`src/rtl/dvp_frame_gen.sv`:
```
// DVP frame source: vsync/href/data timing with configurable geometry, blanking
// and test patterns, single-shot or continuous.
module dvp_frame_gen #(
  parameter int WIDTH      = 24,
  parameter int HEIGHT     = 16,
  parameter int BPP        = 2,
  parameter int DATA_W     = 8,
  parameter int VSYNC_LEN  = 10,
  parameter int VBP_LEN    = 20,
  parameter int HBLANK_LEN = 10,
  parameter int VFP_LEN    = 10
) (
  input  logic              clk,
  input  logic              rst_n,
  input  logic              start,
  input  logic              continuous,
  input  logic [1:0]        mode,
  input  logic [DATA_W-1:0] const_val,
  output logic              vsync,
  output logic              href,
  output logic [DATA_W-1:0] data,
  output logic              busy,
  output logic              frame_done,
  output logic [15:0]       frame_cnt
);

  if (WIDTH < 1 || HEIGHT < 1 || BPP < 1 || BPP > 4 || DATA_W < 1 ||
      VSYNC_LEN < 1 || VBP_LEN < 1 || HBLANK_LEN < 1 || VFP_LEN < 1) begin : g_param_check
    $error("dvp_frame_gen: illegal parameter value");
  end

  localparam int unsigned MAX_A   = (VSYNC_LEN > VBP_LEN) ? VSYNC_LEN : VBP_LEN;
  localparam int unsigned MAX_B   = (HBLANK_LEN > VFP_LEN) ? HBLANK_LEN : VFP_LEN;
  localparam int unsigned CNT_MAX = (MAX_A > MAX_B) ? MAX_A : MAX_B;
  localparam int unsigned CNT_W   = $clog2(CNT_MAX + 1);
  localparam int unsigned XW      = $clog2(WIDTH + 1);
  localparam int unsigned YW      = $clog2(HEIGHT + 1);
  localparam int unsigned BW      = 2;

  typedef enum logic [2:0] {
    S_IDLE, S_VSYNC, S_VBP, S_LINE, S_HBLANK, S_VFP
  } state_t;

  state_t            state, state_d;
  logic [CNT_W-1:0]  cnt, cnt_d;
  logic [BW-1:0]     b, b_d;
  logic [XW-1:0]     x, x_d;
  logic [YW-1:0]     y, y_d;
  logic [1:0]        mode_q, mode_d;
  logic [DATA_W-1:0] cv_q, cv_d;
  logic [15:0]       frame_cnt_d;
  logic              vsync_d, href_d, busy_d, done_d;
  logic [DATA_W-1:0] data_d;

  // Next state, counters, and the output values that go with the next state
  always_comb begin
    state_d     = state;
    cnt_d       = cnt;
    b_d         = b;
    x_d         = x;
    y_d         = y;
    mode_d      = mode_q;
    cv_d        = cv_q;
    frame_cnt_d = frame_cnt;
    vsync_d     = 1'b0;
    href_d      = 1'b0;
    busy_d      = 1'b0;
    done_d      = 1'b0;
    data_d      = '0;

    case (state)
      S_IDLE: begin
        if (start) begin
          state_d = S_VSYNC;
          cnt_d   = '0;
          mode_d  = mode;
          cv_d    = const_val;
        end
      end
      S_VSYNC: begin
        if (cnt == CNT_W'(VSYNC_LEN - 1)) begin
          state_d = S_VBP;
          cnt_d   = '0;
        end else begin
          cnt_d = cnt + CNT_W'(1);
        end
      end
      S_VBP: begin
        if (cnt == CNT_W'(VBP_LEN - 1)) begin
          state_d = S_LINE;
          cnt_d   = '0;
          b_d     = '0;
          x_d     = '0;
          y_d     = '0;
        end else begin
          cnt_d = cnt + CNT_W'(1);
        end
      end
      S_LINE: begin
        if (b == BW'(BPP - 1)) begin
          b_d = '0;
          if (x == XW'(WIDTH - 1)) begin
            state_d = S_HBLANK;
            x_d     = '0;
            cnt_d   = '0;
          end else begin
            x_d = x + XW'(1);
          end
        end else begin
          b_d = b + BW'(1);
        end
      end
      S_HBLANK: begin
        if (cnt == CNT_W'(HBLANK_LEN - 1)) begin
          cnt_d = '0;
          if (y == YW'(HEIGHT - 1)) begin
            state_d = S_VFP;
          end else begin
            state_d = S_LINE;
            y_d     = y + YW'(1);
          end
        end else begin
          cnt_d = cnt + CNT_W'(1);
        end
      end
      S_VFP: begin
        if (cnt == CNT_W'(VFP_LEN - 1)) begin
          cnt_d       = '0;
          frame_cnt_d = frame_cnt + 16'd1;
          if (continuous) begin
            state_d = S_VSYNC;
            mode_d  = mode;
            cv_d    = const_val;
          end else begin
            state_d = S_IDLE;
          end
        end else begin
          cnt_d = cnt + CNT_W'(1);
        end
      end
      default: state_d = S_IDLE;
    endcase

    vsync_d = (state_d == S_VSYNC);
    href_d  = (state_d == S_LINE);
    busy_d  = (state_d != S_IDLE);
    done_d  = (state_d == S_VFP) && (cnt_d == CNT_W'(VFP_LEN - 1));

    // Checker tile bit ((x>>2)^(y>>2))&1 is bit 2 of x^y
    if (state_d == S_LINE) begin
      case (mode_d)
        2'd0:    data_d = cv_d + DATA_W'(b_d);
        2'd1:    data_d = DATA_W'(x_d) + DATA_W'(b_d);
        2'd2:    data_d = (((32'(x_d) ^ 32'(y_d)) & 32'd4) != 32'd0) ? '1 : '0;
        default: data_d = DATA_W'(frame_cnt_d) + DATA_W'(b_d);
      endcase
    end
  end

  always_ff @(posedge clk) begin
    if (!rst_n) begin
      state      <= S_IDLE;
      cnt        <= '0;
      b          <= '0;
      x          <= '0;
      y          <= '0;
      mode_q     <= '0;
      cv_q       <= '0;
      frame_cnt  <= '0;
      vsync      <= 1'b0;
      href       <= 1'b0;
      data       <= '0;
      busy       <= 1'b0;
      frame_done <= 1'b0;
    end else begin
      state      <= state_d;
      cnt        <= cnt_d;
      b          <= b_d;
      x          <= x_d;
      y          <= y_d;
      mode_q     <= mode_d;
      cv_q       <= cv_d;
      frame_cnt  <= frame_cnt_d;
      vsync      <= vsync_d;
      href       <= href_d;
      data       <= data_d;
      busy       <= busy_d;
      frame_done <= done_d;
    end
  end

endmodule

```
`config.mk`:
```
export PLATFORM = sky130hd
export DESIGN_NAME = dvp_frame_gen
export DESIGN_NICKNAME = d
export VERILOG_FILES = /design/src/rtl/dvp_frame_gen.sv
export SDC_FILE = /design/constraint.sdc
export NUM_CORES = 1
export LEC_CHECK = 0
export CAP_MARGIN = 10
export CORE_ASPECT_RATIO = 1.25
export CORE_MARGIN = 3
export CORE_UTILIZATION = 55
export DETAILED_ROUTE_END_ITERATION = 7
export PLACE_DENSITY = 0.8
export SLEW_MARGIN = 20
export SYNTH_ARGS = -nofsm -noshare
export SYNTH_HDL_FRONTEND = slang
export SYNTH_SLANG_ARGS = --single-unit
```
`constraint.sdc`:
```
create_clock -name clk -period 6.5 [get_ports clk]
set_clock_uncertainty 0.1 [all_clocks]
set_input_delay 0.65 -clock clk [delete_from_list [all_inputs] [get_ports clk]]
set_output_delay 0.65 -clock clk [all_outputs]
set_load 0.1 [all_outputs]
```
# [After elaboration in Yosys (flattened, before gate mapping)]
# Cells that the tools add are included.
[classes] add_sub_neg=8 multipliers=0 n_div=0 magnitude_cmp=0 n_eq_ne=16 n_shift=0 n_mux=39 bitwise_logic=1 reduce_logical=7
[op_table] operator="5-bit two-way mux" count=11
[op_table] operator="8-bit two-way mux" count=6
[op_table] operator="3-bit two-way mux" count=8
[op_table] operator="8-bit case mux with 3 select lines" count=1
[op_table] operator="5-bit case mux with 2 select lines" count=2
[op_table] operator="5-bit case mux with 4 select lines" count=1
[op_table] operator="3-bit case mux with 6 select lines" count=1
[op_table] operator="16-bit by 1-bit adder with 16-bit output, second input constant" count=1
[op_table] operator="8-bit by 2-bit adder with 8-bit output" count=2
[op_table] operator="8-bit case mux with 2 select lines" count=1
[op_table] operator="5-bit by 1-bit adder with 5-bit output, second input constant" count=3
[op_table] operator="5-bit by 4-bit == test with 1-bit output, second input constant" count=3
[op_table] operator="5-bit == test, second input constant" count=2
[op_table] operator="2-bit two-way mux" count=5
[op_table] operator="3-bit by 2-bit == test with 1-bit output, second input constant" count=3
[op_table] operator="3-bit == test, second input constant" count=3
[op_table] operator="2-bit case mux with 2 select lines" count=2
[op_table] operator="5-bit by 2-bit adder with 6-bit output" count=1
[op_table] operator="3-bit by 1-bit == test with 1-bit output, second input constant" count=2
[op_table] operator="2-bit by 1-bit == test with 1-bit output, second input constant" count=2
[op_table] operator="2-bit AND reduction" count=2
[op_table] operator="3-bit zero test" count=1
[op_table] operator="3-bit nonzero test" count=1
[op_table] operator="3-bit OR reduction" count=1
[op_table] operator="6 further kinds" count=6
[word_totals] ff_bits=58 latch_bits=0 ram_bits=0 rom_bits=0 inputBits=14 memories=0

# [Logic depth before layout (Yosys ltp)]
# Gate-level depths: netlist of run 1.
[logic_depth] word_depth=7 mapped_depth=17

# [Worst setup path after synthesis of run 1]
# Ideal clock, no wire load.
[synth_timing] path_type="reg-to-reg" startpoint="register cnt[1]" endpoint="register data[5]" arrival_ps=3708 t_required_ps=6321 slack_ps=2613 stages_incl_launch_ff=16 period_less_slack_ps=3887 cell_sequence="dfxtp_1 inv_1 ha_1 and4bb_4 a32oi_4 buf_2 mux2i_1 ha_1 clkbuf_1 mux2i_1 ha_1 a21oi_1 a211oi_2 nand3_1 or4_1 o211ai_1"
[synth_via] elab_chain_cells=6
[synth_rtl] item="from (decl)" line_no="45" text="logic [CNT_W-1:0] cnt, cnt_d;"
[synth_rtl] item="from (signal assigned)" line_no="177" text="cnt <= cnt_d;"
[synth_rtl] item="parallel branches: the longest is 6 deep, another holds 8-bit by 2-bit adder with 8-bit output"
[synth_rtl] item="to (signal assigned)" line_no="186" text="data <= data_d;"
[synth_rtl] item="to (decl)" line_no="21" text="output logic [DATA_W-1:0] data,"
# Several ways; the timed one is not identified.
# A chain may end at the register's enable or synchronous reset.

# [Worst setup path after layout of run 1]
[layout_timing] startpoint="register state[0]" endpoint="register data[5]"
[layout_via] elab_chain_cells=5
[layout_rtl] item="from (decl)" line_no="44" text="state_t state, state_d;"
[layout_rtl] item="from (signal assigned)" line_no="176" text="state <= state_d;"
[layout_rtl] item="parallel branches: the longest is 5 deep, another holds 8-bit by 2-bit adder with 8-bit output"
# Several ways; the timed one is not identified.

==> impl_metrics.py, run 1 <==
metrics = {
    "run_status": {
        "status": "completed",
    },
    "placed_design": {
        "gp_congestion": 0.869,
        "io_buffers": 41,
        "pre_cts_slack_ns": 2.06,
        "dpl.hpwl_um": 5250,
        "dp.cells": 457,
    },
    "layout": {
        "drive_gt1_frac": 0.0637,
        "layout_commonest_cell": "dfxtp_1",
        "antennaDiodeCount": 0,
        "layout_common_cells": "58 x dfxtp_1, 45 x nor2_1, 41 x clkdlybuf4s50_1",
        "finalNonFillerCells": 472,
        "nFillCells": 445,
        "layout.nets": 432,
        "areaGrowthSynthToFinish_pct": 19.4,
    },
    "clocking": {
        "clk_path_buf_depth": 2,
        "clk_pin_slew_worst_paths_ns": 0.07,
        "cts_buffers": 9,
        "h-tree-depth": 3,
        "clock_sinks": 58,
        "cts_root_buffer": "clkbuf_8",
        "post_cts_resize_count": 0,
        "cts_setup_buffers": 0,
        "cts_tree": "built",
        "clock_latency_ns": 0.35,
        "ctsHoldBuffers": 0,
    },
    "floorplanning": {
        "dieArea_um2": 6720,
        "num_io_pins": 42,
        "die_width_um": 73.9,
        "rows": 30,
        "start_util": 0.575,
        "core_um2": 5520,
        "die_h_um": 90.9,
    },
    "logic_synthesis": {
        "async_reset_ff_frac": 0,
        "syn_area_um2": 3170,
        "synth_nets": 395,
        "synthFlopType": "dfxtp_1",
        "ys_ff_latch": 58,
        "yosysUniqueCellTypes": 63,
        "yosysSeqAreaShare": 0.366,
        "postSynthCellCount": 367,
        "ys.warnings.count": 0,
        "synth_edf_count": 0,
        "avgSynthCellArea_um2": 8.65,
    },
    "grt": {
        "overflow": 0,
        "antenna_found_initial": 0,
        "grtUsageTotal": 0.239,
        "grt_start_max_net_pins": 37,
        "grt_pass1_vias": 2683,
        "grt_first_pass_wirelength_um": 12500,
    },
    "drt": {
        "ant_nets": 0,
        "top_layer": "met4",
        "drt-pass1-iter-count": 5,
        "wl_um": 7430,
        "post-route-drc-count": 0,
        "met3_wirelength_um": 277,
        "wire_per_inst_um": 15.7,
        "routed-wl-met2_um": 3720,
        "drt_iter0_drc": 267,
        "wl_met1_um": 3280,
        "via_per_inst": 5.88,
        "vias": 2774,
    },
    "setup_path": {
        "crit_fanout": 20,
        "critPathRequiredTime_ns": 6.67,
        "start_kind": "flop",
        "worstPathArrival_ns": 4.41,
        "path_class": "flop to flop",
        "crit_path_end_kind": "flop",
    },
    "timing": {
        "fmax_ghz": 0.235,
        "setup_slack_ns": 2.25,
        "rsz0062_at_grt": "false",
        "hold_violations": 0,
        "tns_ns": 0,
        "max_slew.worst_pin.slew_ns": 1.02,
        "fin_crit_sh": 0.654,
        "max-slew-margin-rel": 0.315,
        "setup_viol": 0,
        "period_needed_ns": 4.25,
        "final_max_slew_viol_count": 0,
    },
    "min_path": {
        "hold_class": "flop to flop",
    },
    "power_and_ir_drop": {
        "power_leakage_uw": 0.00150,
        "powerDensity_nw_per_um2": 217,
        "irDropWorstVdd_uv": 124,
    },
    "flow_run": {
        "max-cap-violations": 0,
    },
}
## area by class of cell
class,instances,area (µm²),area share
clock buffer,13,169,0.0446
sequential,58,1160,0.306
multi-input combinational,277,1870,0.493
clock inverter,2,35.0,0.00925
tap,64,80.1,0.0211
timing repair buffer,41,410,0.108
inverter,17,63.8,0.0168
## registers in the layout (all words and copies together), names as in the netlist, named ones only
register,cells
href,1
y,3
frame_done,1
cnt,5
b,2
busy,1
state,3
x,5
frame_cnt,16
vsync,1
data,8
mode_q,2
cv_q,8
## power breakdown
group          leakage [µW]  internal [µW]  switching (µW)
clock network      0.000106            206             142
registers          0.000470            363            7.44
logic              0.000929           38.8            63.2
total               0.00150            608             213
## metal layers
| metal | up-vias | global-route usage |
|---|---|---|
| li1 | 1389 | - |
| met2 | 54 | 0.389 |
| met4 | 0 | 0.101 |
| met3 | 14 | 0.0512 |
| met1 | 1317 | 0.299 |
| met5 | - | 0 |
## cell families after synthesis
kind of cell               count (synthesis)  synth area share
xor gates and xnor gates                  18            0.0497
and+or+nand+nor                          153             0.255
DFF                                       58             0.366
adders and majority gates                 14            0.0599
muxes                                     19            0.0611
buffers and inverters                     32            0.0450
AOI/OAI and AO/OA                         73             0.164
## stage by stage
step,total power (µW),instance area (µm²),util,hold WS [ns]
2_1_floorplan,454,3170,-,0.310
3_3_place_gp,477,3580,0.650,0.320
5_1_grt,851,3790,0.687,0.349
4_1_cts,824,3790,0.687,0.330
3_5_place_dp,480,3580,0.650,0.321
6_report,821,3790,0.687,0.331
## path summary, 6_finish.rpt
path,startpoint,end,slack (ns),depth (start not counted)
worst max-delay path,state[0],data[5],2.25,11
worst min-delay path,y[4],y[4],0.33,2
worst max register to register,state[0],data[5],2.25,11
worst min register to register,y[4],y[4],0.33,2
## synthesized netlist by cell type, types with 3 or more instances
cell	n	area [µm²]
and2_1	10	62.6
nand4_1	6	37.5
a21oi_1	19	95.1
dfxtp_1	58	1160
a22oi_1	3	22.5
nand3b_1	3	22.5
or3_1	3	18.8
nor2b_1	5	31.3
and3_1	4	25.0
inv_1	16	60.1
buf_2	6	30.0
mux2i_1	18	180
nor4_1	6	37.5
o21ai_0	12	60.1
xor2_1	9	78.8
xnor2_1	9	78.8
a221oi_1	4	35.0
nand2b_1	5	31.3
nand3_1	14	70.1
a31oi_1	5	31.3
nor2_1	45	169
o211ai_1	3	22.5
ha_1	12	150
nor3_1	7	35.0
nand2_1	29	109
nand4b_1	3	26.3
a21o_1	3	22.5
clkbuf_1	7	26.3
## worst max-delay path, cell delays in order, from the launching register on
cell,delay (ns)
dfxtp_1,0.74
nor2_1,0.20
a32oi_4,0.62
mux2i_1,0.40
ha_1,0.58
mux2i_1,0.36
ha_1,0.20
a21oi_1,0.05
a211oi_2,0.25
nand3_1,0.14
or4_1,0.42
o211ai_1,0.09
No activity file was read; power rests on OpenSTA's default activity.
==> run 2, diff against run 1 <==
--- a/config.mk
+++ b/config.mk
@@ -8,9 +8,9 @@
 export CAP_MARGIN = 10
 export CORE_ASPECT_RATIO = 1.25
 export CORE_MARGIN = 3
-export CORE_UTILIZATION = 55
+export CORE_UTILIZATION = 50
 export DETAILED_ROUTE_END_ITERATION = 7
-export PLACE_DENSITY = 0.8
+export PLACE_DENSITY = 0.76
 export SLEW_MARGIN = 20
 export SYNTH_ARGS = -nofsm -noshare
 export SYNTH_HDL_FRONTEND = slang
==> constraint.sdc (replaced) <==
create_clock -name clk -period 3.45 [get_ports clk]
set_clock_uncertainty 0.1 [all_clocks]
set_input_delay 0.345 -clock clk [delete_from_list [all_inputs] [get_ports clk]]
set_output_delay 0.345 -clock clk [all_outputs]
set_load 0.1 [all_outputs]
==> impl_metrics.py, run 2 (synthesis results as in run 1) <==
metrics = {
    "layout": {
        "nFillCells": 512,
        "largest_reg_flops": 16,
        "multi_input_area_um2": 1910,
        "seq_area_um2": 1160,
        "areaGrowthSynthToFinish_pct": 25.7,
        "largestRegisters": "frame_cnt: 16 flops, cv_q: 8 flops, data: 8 flops",
        "antennaDiodeCount": 0,
        "layout_common_cells": "57 x dfxtp_1, 45 x nor2_1, 41 x clkdlybuf4s50_1",
        "final_cell_area_um2": 3990,
        "layout_commonest_cell": "dfxtp_1",
        "drive_gt1_frac": 0.115,
        "layout.nets": 448,
        "largest-register": "frame_cnt",
    },
    "setup_path": {
        "crit_start": "cnt[1]",
        "start_kind": "flop",
        "crit_path_end_kind": "flop",
        "rr_endpoint": "data[5]",
        "path_class": "flop to flop",
        "ff2ff_path_depth": 13,
        "crit_path_end": "data[5]",
        "reg2reg_slack_ns": 0.19,
        "worstPathArrival_ns": 3.42,
        "rr_startpoint": "cnt[1]",
        "crit_fanout": 6,
        "critPathRequiredTime_ns": 3.60,
    },
    "clocking": {
        "cts_buffers": 9,
        "clk_path_buf_depth": 2,
        "cts_root_buffer": "clkbuf_8",
        "clk_pin_slew_worst_paths_ns": 0.07,
        "cts_tree": "built",
        "h-tree-depth": 3,
        "clock_latency_ns": 0.34,
        "ctsHoldBuffers": 0,
        "clock_sinks": 58,
    },
    "drt": {
        "drt-pass1-iter-count": 4,
        "wire_per_inst_um": 15.0,
        "ant_nets": 0,
        "post-route-drc-count": 0,
        "via_per_inst": 5.63,
        "vias": 2854,
        "drt_iter0_drc": 177,
        "wl_um": 7600,
    },
    "placed_design": {
        "gp_congestion": 0.850,
        "dpl.hpwl_um": 5420,
        "post_dp_cell_area_um2": 3720,
        "pre_cts_slack_ns": -0.00319,
        "io_buffers": 41,
    },
    "timing": {
        "tns_ns": 0,
        "final_max_slew_viol_count": 0,
        "period_needed_ns": 3.26,
        "max_slew.worst_pin.slew_ns": 0.988,
        "fmax_ghz": 0.306,
        "fin_crit_sh": 0.946,
        "max-slew-margin-rel": 0.339,
        "hold_violations": 0,
        "setup_viol": 0,
        "setup_slack_ns": 0.185,
    },
    "floorplanning": {
        "core_um2": 5970,
        "num_io_pins": 42,
        "die_width_um": 77.3,
        "rows": 31,
        "die_h_um": 95.1,
        "dieArea_um2": 7340,
        "start_util": 0.531,
    },
    "power_and_ir_drop": {
        "power_leakage_uw": 0.00159,
        "irDropWorstVdd_uv": 294,
        "powerDensity_nw_per_um2": 403,
    },
    "grt": {
        "overflow": 0,
        "grt_first_pass_wirelength_um": 12800,
        "grt_start_max_net_pins": 36,
        "grt_pass1_vias": 2790,
        "antenna_found_initial": 0,
        "grtUsageTotal": 0.219,
    },
    "min_path": {
        "hold_class": "flop to flop",
    },
    "run_status": {
        "status": "completed",
    },
    "flow_run": {
        "max-cap-violations": 0,
    },
}
-- run 2: timing repair --
action	4_1_cts	5_1_grt
resized for setup	0	7
endpoints found under the setup margin	0	6
buffers inserted	0	3
-- run 2: area by class of cell --
type,count,share of cell area
flip-flops and latches,58,0.291
repair buffers,57,0.134
clock inverters,1,0.00753
multi-input cells,277,0.479
inverters,17,0.0160
well taps,82,0.0257
clock buffers,15,0.0467
-- run 2: worst min-delay path by stage --
stage	startpoint	endpoint	slack, ns	cells past startpoint
global route	y[4]	y[4]	0.35	2
finish	y[4]	y[4]	0.33	2
global placement	y[4]	y[4]	0.32	2
floorplan	y[4]	y[4]	0.31	2
CTS	y[4]	y[4]	0.33	2
detailed placement	y[4]	y[4]	0.32	2
-- run 2: worst max-delay path: stages (launching register included) --
cell and delay [ns]:
dfxtp_2 0.38, inv_1 0.07, ha_1 0.21, and4bb_4 0.24
a32oi_4 0.31, mux2i_2 0.33, ha_4 0.21, mux2i_1 0.21
ha_1 0.21, a21oi_1 0.09, a211oi_2 0.18, nand3_1 0.13
or4_1 0.41, o211ai_1 0.10
-- run 2: per-layer routing --
metal,wire length [µm],track usage,vias up
met5,0,0,-
met4,192,0.101,0
met3,275,0.0501,19
met2,3800,0.372,67
met1,3330,0.265,1341
li1,-,-,1427
-- run 2: stage by stage --
step / cells / utilization / power, µW / hold slack, ns
3_3_place_gp: 488 / 0.622 / 922 / 0.321
2_1_floorplan: 367 / - / 864 / 0.310
4_1_cts: 504 / 0.658 / 1610 / 0.334
6_report: 507 / 0.668 / 1610 / 0.330
3_5_place_dp: 488 / 0.622 / 925 / 0.324
5_1_grt: 507 / 0.668 / 1680 / 0.348
-- run 2: power breakdown --
part / switching, µW / internal [µW]
Combinational: 139 / 99.1
Clock: 263 / 414
Sequential: 6.97 / 685
Total: 409 / 1200
==> run 3, diff against run 2 <==
==> constraint.sdc (replaced) <==
create_clock -name clk -period 3.45 [get_ports clk]
set_clock_uncertainty 0.1 [all_clocks]
set_input_delay 1.035 -clock clk [delete_from_list [all_inputs] [get_ports clk]]
set_output_delay 1.035 -clock clk [all_outputs]
set_load 0.1 [all_outputs]
==> impl_metrics.py, run 3 (synthesis results as in run 1) <==
metrics = {
    "clocking": {
        "cts_buffers": 9,
        "cts_tree": "built",
        "clock_latency_ns": 0.35,
        "clk_path_buf_depth": 2,
        "h-tree-depth": 3,
        "clk_pin_slew_worst_paths_ns": 0.07,
        "clock_sinks": 58,
        "cts_root_buffer": "clkbuf_8",
    },
    "floorplanning": {
        "die_h_um": 95.1,
        "rows": 31,
        "num_io_pins": 42,
        "start_util": 0.531,
        "dieArea_um2": 7340,
        "core_um2": 5970,
        "die_width_um": 77.3,
    },
    "drt": {
        "drt_iter0_drc": 216,
        "via_per_inst": 5.61,
        "ant_nets": 0,
        "wire_per_inst_um": 15.0,
        "post-route-drc-count": 0,
        "drt-pass1-iter-count": 4,
        "wl_um": 7810,
        "vias": 2922,
    },
    "timing": {
        "period_needed_ns": 3.45,
        "max-slew-margin-rel": 0.511,
        "setup_slack_ns": -0.00496,
        "hold_violations": 0,
        "setup_viol": 1,
        "max_slew.worst_pin.slew_ns": 0.725,
        "fmax_ghz": 0.289,
        "tns_ns": -0.00496,
        "final_max_slew_viol_count": 0,
        "fin_crit_sh": 1.00,
        "rsz0062_at_grt": "true",
    },
    "power_and_ir_drop": {
        "p_total_uw": 1750,
        "p_sw_uw": 448,
        "sw_frac_of_total": 0.256,
        "power_leakage_uw": 0.00172,
        "clkPwrFrac": 0.455,
        "powerDensity_nw_per_um2": 429,
        "pwr-share-seq": 0.395,
        "internal_power_uw": 1300,
        "p_comb_frac": 0.149,
        "irDropWorstVdd_uv": 273,
    },
    "setup_path": {
        "crit_fanout": 4,
        "worstPathArrival_ns": 3.63,
        "crit_start": "continuous",
        "path_class": "input port to flop",
        "start_kind": "input port",
        "ff2ff_path_depth": 13,
        "critPathRequiredTime_ns": 3.62,
        "reg2reg_slack_ns": 0.05,
        "rr_endpoint": "data[5]",
        "crit_path_end": "data[5]",
        "rr_startpoint": "cnt[1]",
        "crit_path_end_kind": "flop",
    },
    "layout": {
        "layout_common_cells": "58 x dfxtp_1, 57 x buf_4, 45 x nor2_1",
        "largestRegisters": "frame_cnt: 16 flops, cv_q: 8 flops, data: 8 flops",
        "areaGrowthSynthToFinish_pct": 28.7,
        "drive_gt1_frac": 0.219,
        "finalNonFillerCells": 521,
        "layout_commonest_cell": "dfxtp_1",
        "antennaDiodeCount": 0,
        "largest-register": "frame_cnt",
        "final_cell_area_um2": 4080,
        "largest_reg_flops": 16,
        "layout.nets": 462,
    },
    "min_path": {
        "hold_class": "flop to flop",
    },
    "flow_run": {
        "max-cap-violations": 0,
    },
    "grt": {
        "grt_pass1_vias": 2832,
        "antenna_found_initial": 0,
        "grt_start_max_net_pins": 27,
        "grt_first_pass_wirelength_um": 13000,
        "overflow": 0,
        "grtUsageTotal": 0.223,
    },
    "placed_design": {
        "dpl.hpwl_um": 5700,
        "gp_congestion": 0.844,
        "io_buffers": 41,
        "dp.cells": 502,
        "post_dp_cell_area_um2": 3770,
    },
    "run_status": {
        "violations": "setup timing",
        "status": "finished, violations left",
    },
}
## run 3: changes by cell type in the layout (fill, tap and decap cells not counted), sizes merged
cell,previous run,this run
buf,16,59
clkdlybuf4s50,41,11
clkinv,1,2
bufinv,1,3
clkinvlp,0,2
clkbuf,15,11
## run 3: area by class of cell
class                      count  area (µm²)
clock buffer                  10         138
inverter                      17        63.8
fill                         513        1890
clock inverter                 6         114
timing repair buffer          71         569
sequential                    58        1160
multi-input combinational    277        1930
tap                           82         103
## run 3: critical path: stages
cell and delay (ns):
buf_6 0.09, and4b_1 0.20, a32oi_4 0.31, mux2i_4 0.33
ha_4 0.20, mux2i_1 0.21, ha_2 0.23, a21oi_2 0.07
a211oi_2 0.19, nand3_1 0.14, or4_1 0.53, o211ai_1 0.10
## run 3: worst min-delay path by stage
stage / startpoint / endpoint / slack, ns / depth (start not counted)
6_report: y[4] / y[4] / 0.34 / 2
5_1_grt: y[4] / y[4] / 0.35 / 2
4_1_cts: y[4] / y[4] / 0.34 / 2
3_5_place_dp: y[4] / y[4] / 0.33 / 2
3_3_place_gp: y[4] / y[4] / 0.32 / 2
2_1_floorplan: y[4] / y[4] / 0.31 / 2
## run 3: metal layers
| metal | wire (µm) | GRT usage | vias to the layer above | share of wire |
|---|---|---|---|---|
| met1 | 3370 | 0.262 | 1384 | 0.43 |
| met5 | 0 | 0 | - | 0 |
| met3 | 372 | 0.0435 | 13 | 0.048 |
| li1 | - | - | 1452 | - |
| met4 | 142 | 0.101 | 0 | 0.018 |
| met2 | 3930 | 0.396 | 73 | 0.50 |
## run 3: power groups by stage
| stage | Combinational, µW | Clock [µW] | Sequential (µW) |
|---|---|---|---|
| 2_1_floorplan | 142 | 0 | 727 |
| 3_3_place_gp | 243 | 0 | 707 |
| 3_5_place_dp | 248 | 0 | 708 |
| 4_1_cts | 256 | 804 | 692 |
| 5_1_grt | 287 | 829 | 694 |
| 6_report | 262 | 798 | 692 |
## run 3: timing repair
action,in CTS,in global routing
setup endpoints to repair,7,6
resized for setup,7,9
setup buffers,1,2
hold buffers,0,0
pin swaps,4,5
## run 3: per-stage QoR
step / hold WS (ns) / util / setup WS, ns
6_report: 0.338 / 0.683 / -0.00496
5_1_grt: 0.351 / 0.683 / -0.133
4_1_cts: 0.340 / 0.678 / 0.0159
3_5_place_dp: 0.328 / 0.631 / -0.672
3_3_place_gp: 0.321 / 0.631 / -0.569
2_1_floorplan: 0.310 / - / -0.343
==> edit, RTL diff (flow settings as in run 2) <==
`VBP_LEN`: 20 -> 30.
--- a/src/rtl/dvp_frame_gen.sv
+++ b/src/rtl/dvp_frame_gen.sv
@@ -6,7 +6,7 @@
   parameter int BPP        = 2,
   parameter int DATA_W     = 8,
   parameter int VSYNC_LEN  = 10,
-  parameter int VBP_LEN    = 20,
+  parameter int VBP_LEN    = 30,
   parameter int HBLANK_LEN = 10,
   parameter int VFP_LEN    = 10
 ) (
Function: same outputs for any inputs over 10 cycles, from zero or initial values and one cycle with rst_n low; that may be too few to reach the edited logic, so the function may still have changed.
==> edit against run 2 <==
- sequential cell count is the same
- fmax is 0.50% lower
- power decreased by 5.5%
- routed wire length grew 8.2%
- clock power down 10%
- critical endpoint is now data[4]
- design area increased by 5.1%
- area after synthesis is 4.7% higher
- worst setup slack worse by 16 ps
==> edit: results (changes against run 2) <==
| Metric | Value |
|---|---|
| Status | `completed` |
| Data arrival time of the worst path | `3400 ps (-20 ps)` |
| Syn Area/Cell | `8.450 µm² (-2.3%)` |
| Synth Area in XOR/XNOR | `0.06330 (+0.01362)` |
| Final WL | `8.230 mm (+8.2%)` |
| Adder-Cell Fraction of Synth Area | `0.05727 (-0.002665)` |
| Vias/cell | `5.681 (+0.93%)` |
| Largest net degree at the start of global routing | `34 (-5.6%)` |
| Top cells by area, synth | `dfxtp_1 35%, nor2_1 5.8%, ha_1 4.5%, a21oi_1 4.1%, mux2i_1 3.9%` |
| DP Cell Count | `526 (+7.8%)` |
| DR iter-0 viols | `213 (+20%)` |
| Nets | `481 (+7.4%)` |
| Hold WS | `353.5 ps (+23.21 ps)` |
| Final Critical Period | `3281 ps (+16.28 ps)` |
| Net Count, Synth | `421 (+6.6%)` |
| Pwr Density | `362.2 nW/µm² (-10%)` |
| Total track usage | `0.2290 (+0.009674)` |
| R2R setup slack | `240 ps (+50 ps)` |
| Slowest CP cell | `clkdlybuf4s50_1` |
| Grt met2 use | `0.3682 (-0.004264)` |
| Crit path capture | `data[4]` |
| Mux share of post-synthesis cell area | `0.04597 (-0.01515)` |
| FF-to-FF Start | `state[0]` |
| Worst-margin pin slew | `981.8 ps (-5.901 ps)` |
| First-pass GRT wire length | `14.00 mm (+9.4%)` |
| Layout cells sized above 1 | `0.1441 (+0.02881)` |
| Met3 Usage GRT | `0.05380 (+0.003709)` |
| Pleak | `1.662 nW (+4.6%)` |
| Top cell family by delay on the critical path | `buffers and inverters` |
| CP Launch Point | `start` |
| Post-synthesis compound-gate area fraction | `0.1763 (+0.01269)` |
| Most frequent cells after synthesis | `58 x dfxtp_1, 51 x nor2_1, 27 x a21oi_1` |
| CP max stage delay | `500 ps (+90 ps)` |
| Dpl hpwl | `6.032 mm (+11%)` |
## edit: timing repair
action,4_1_cts,5_1_grt
buffers inserted,0,1
gates resized for setup,0,9
setup endpoints to repair,0,4
endpoints found under the hold margin,0,0
## edit: cell type report
class,count,area share
multi-input cells,298,0.4906
clock buffers,10,0.03044
well taps,85,0.02537
inverters,18,0.01641
flip-flops and latches,58,0.2772
clock inverters,6,0.01373
repair buffers,68,0.1462
## edit: power breakdown
part,internal [mW],switching (mW),total [mW]
combinational,0.100,0.122,0.222
clock,0.328,0.281,0.609
sequential,0.681,0.00652,0.688
total,1.11,0.409,1.52
## edit: how the worst min path moves through the flow
stage | startpoint | end
finish | y[4] | y[4]
global route | y[4] | y[4]
CTS | y[4] | y[4]
detailed placement | y[4] | y[4]
global placement | y[4] | y[4]
floorplan | y[4] | y[4]
## edit: routing by layer
layer	wire [µm]	up-vias
li1	-	1534
met1	3493	1434
met2	3943	90
met3	438	27
met4	354	0
met5	0	-
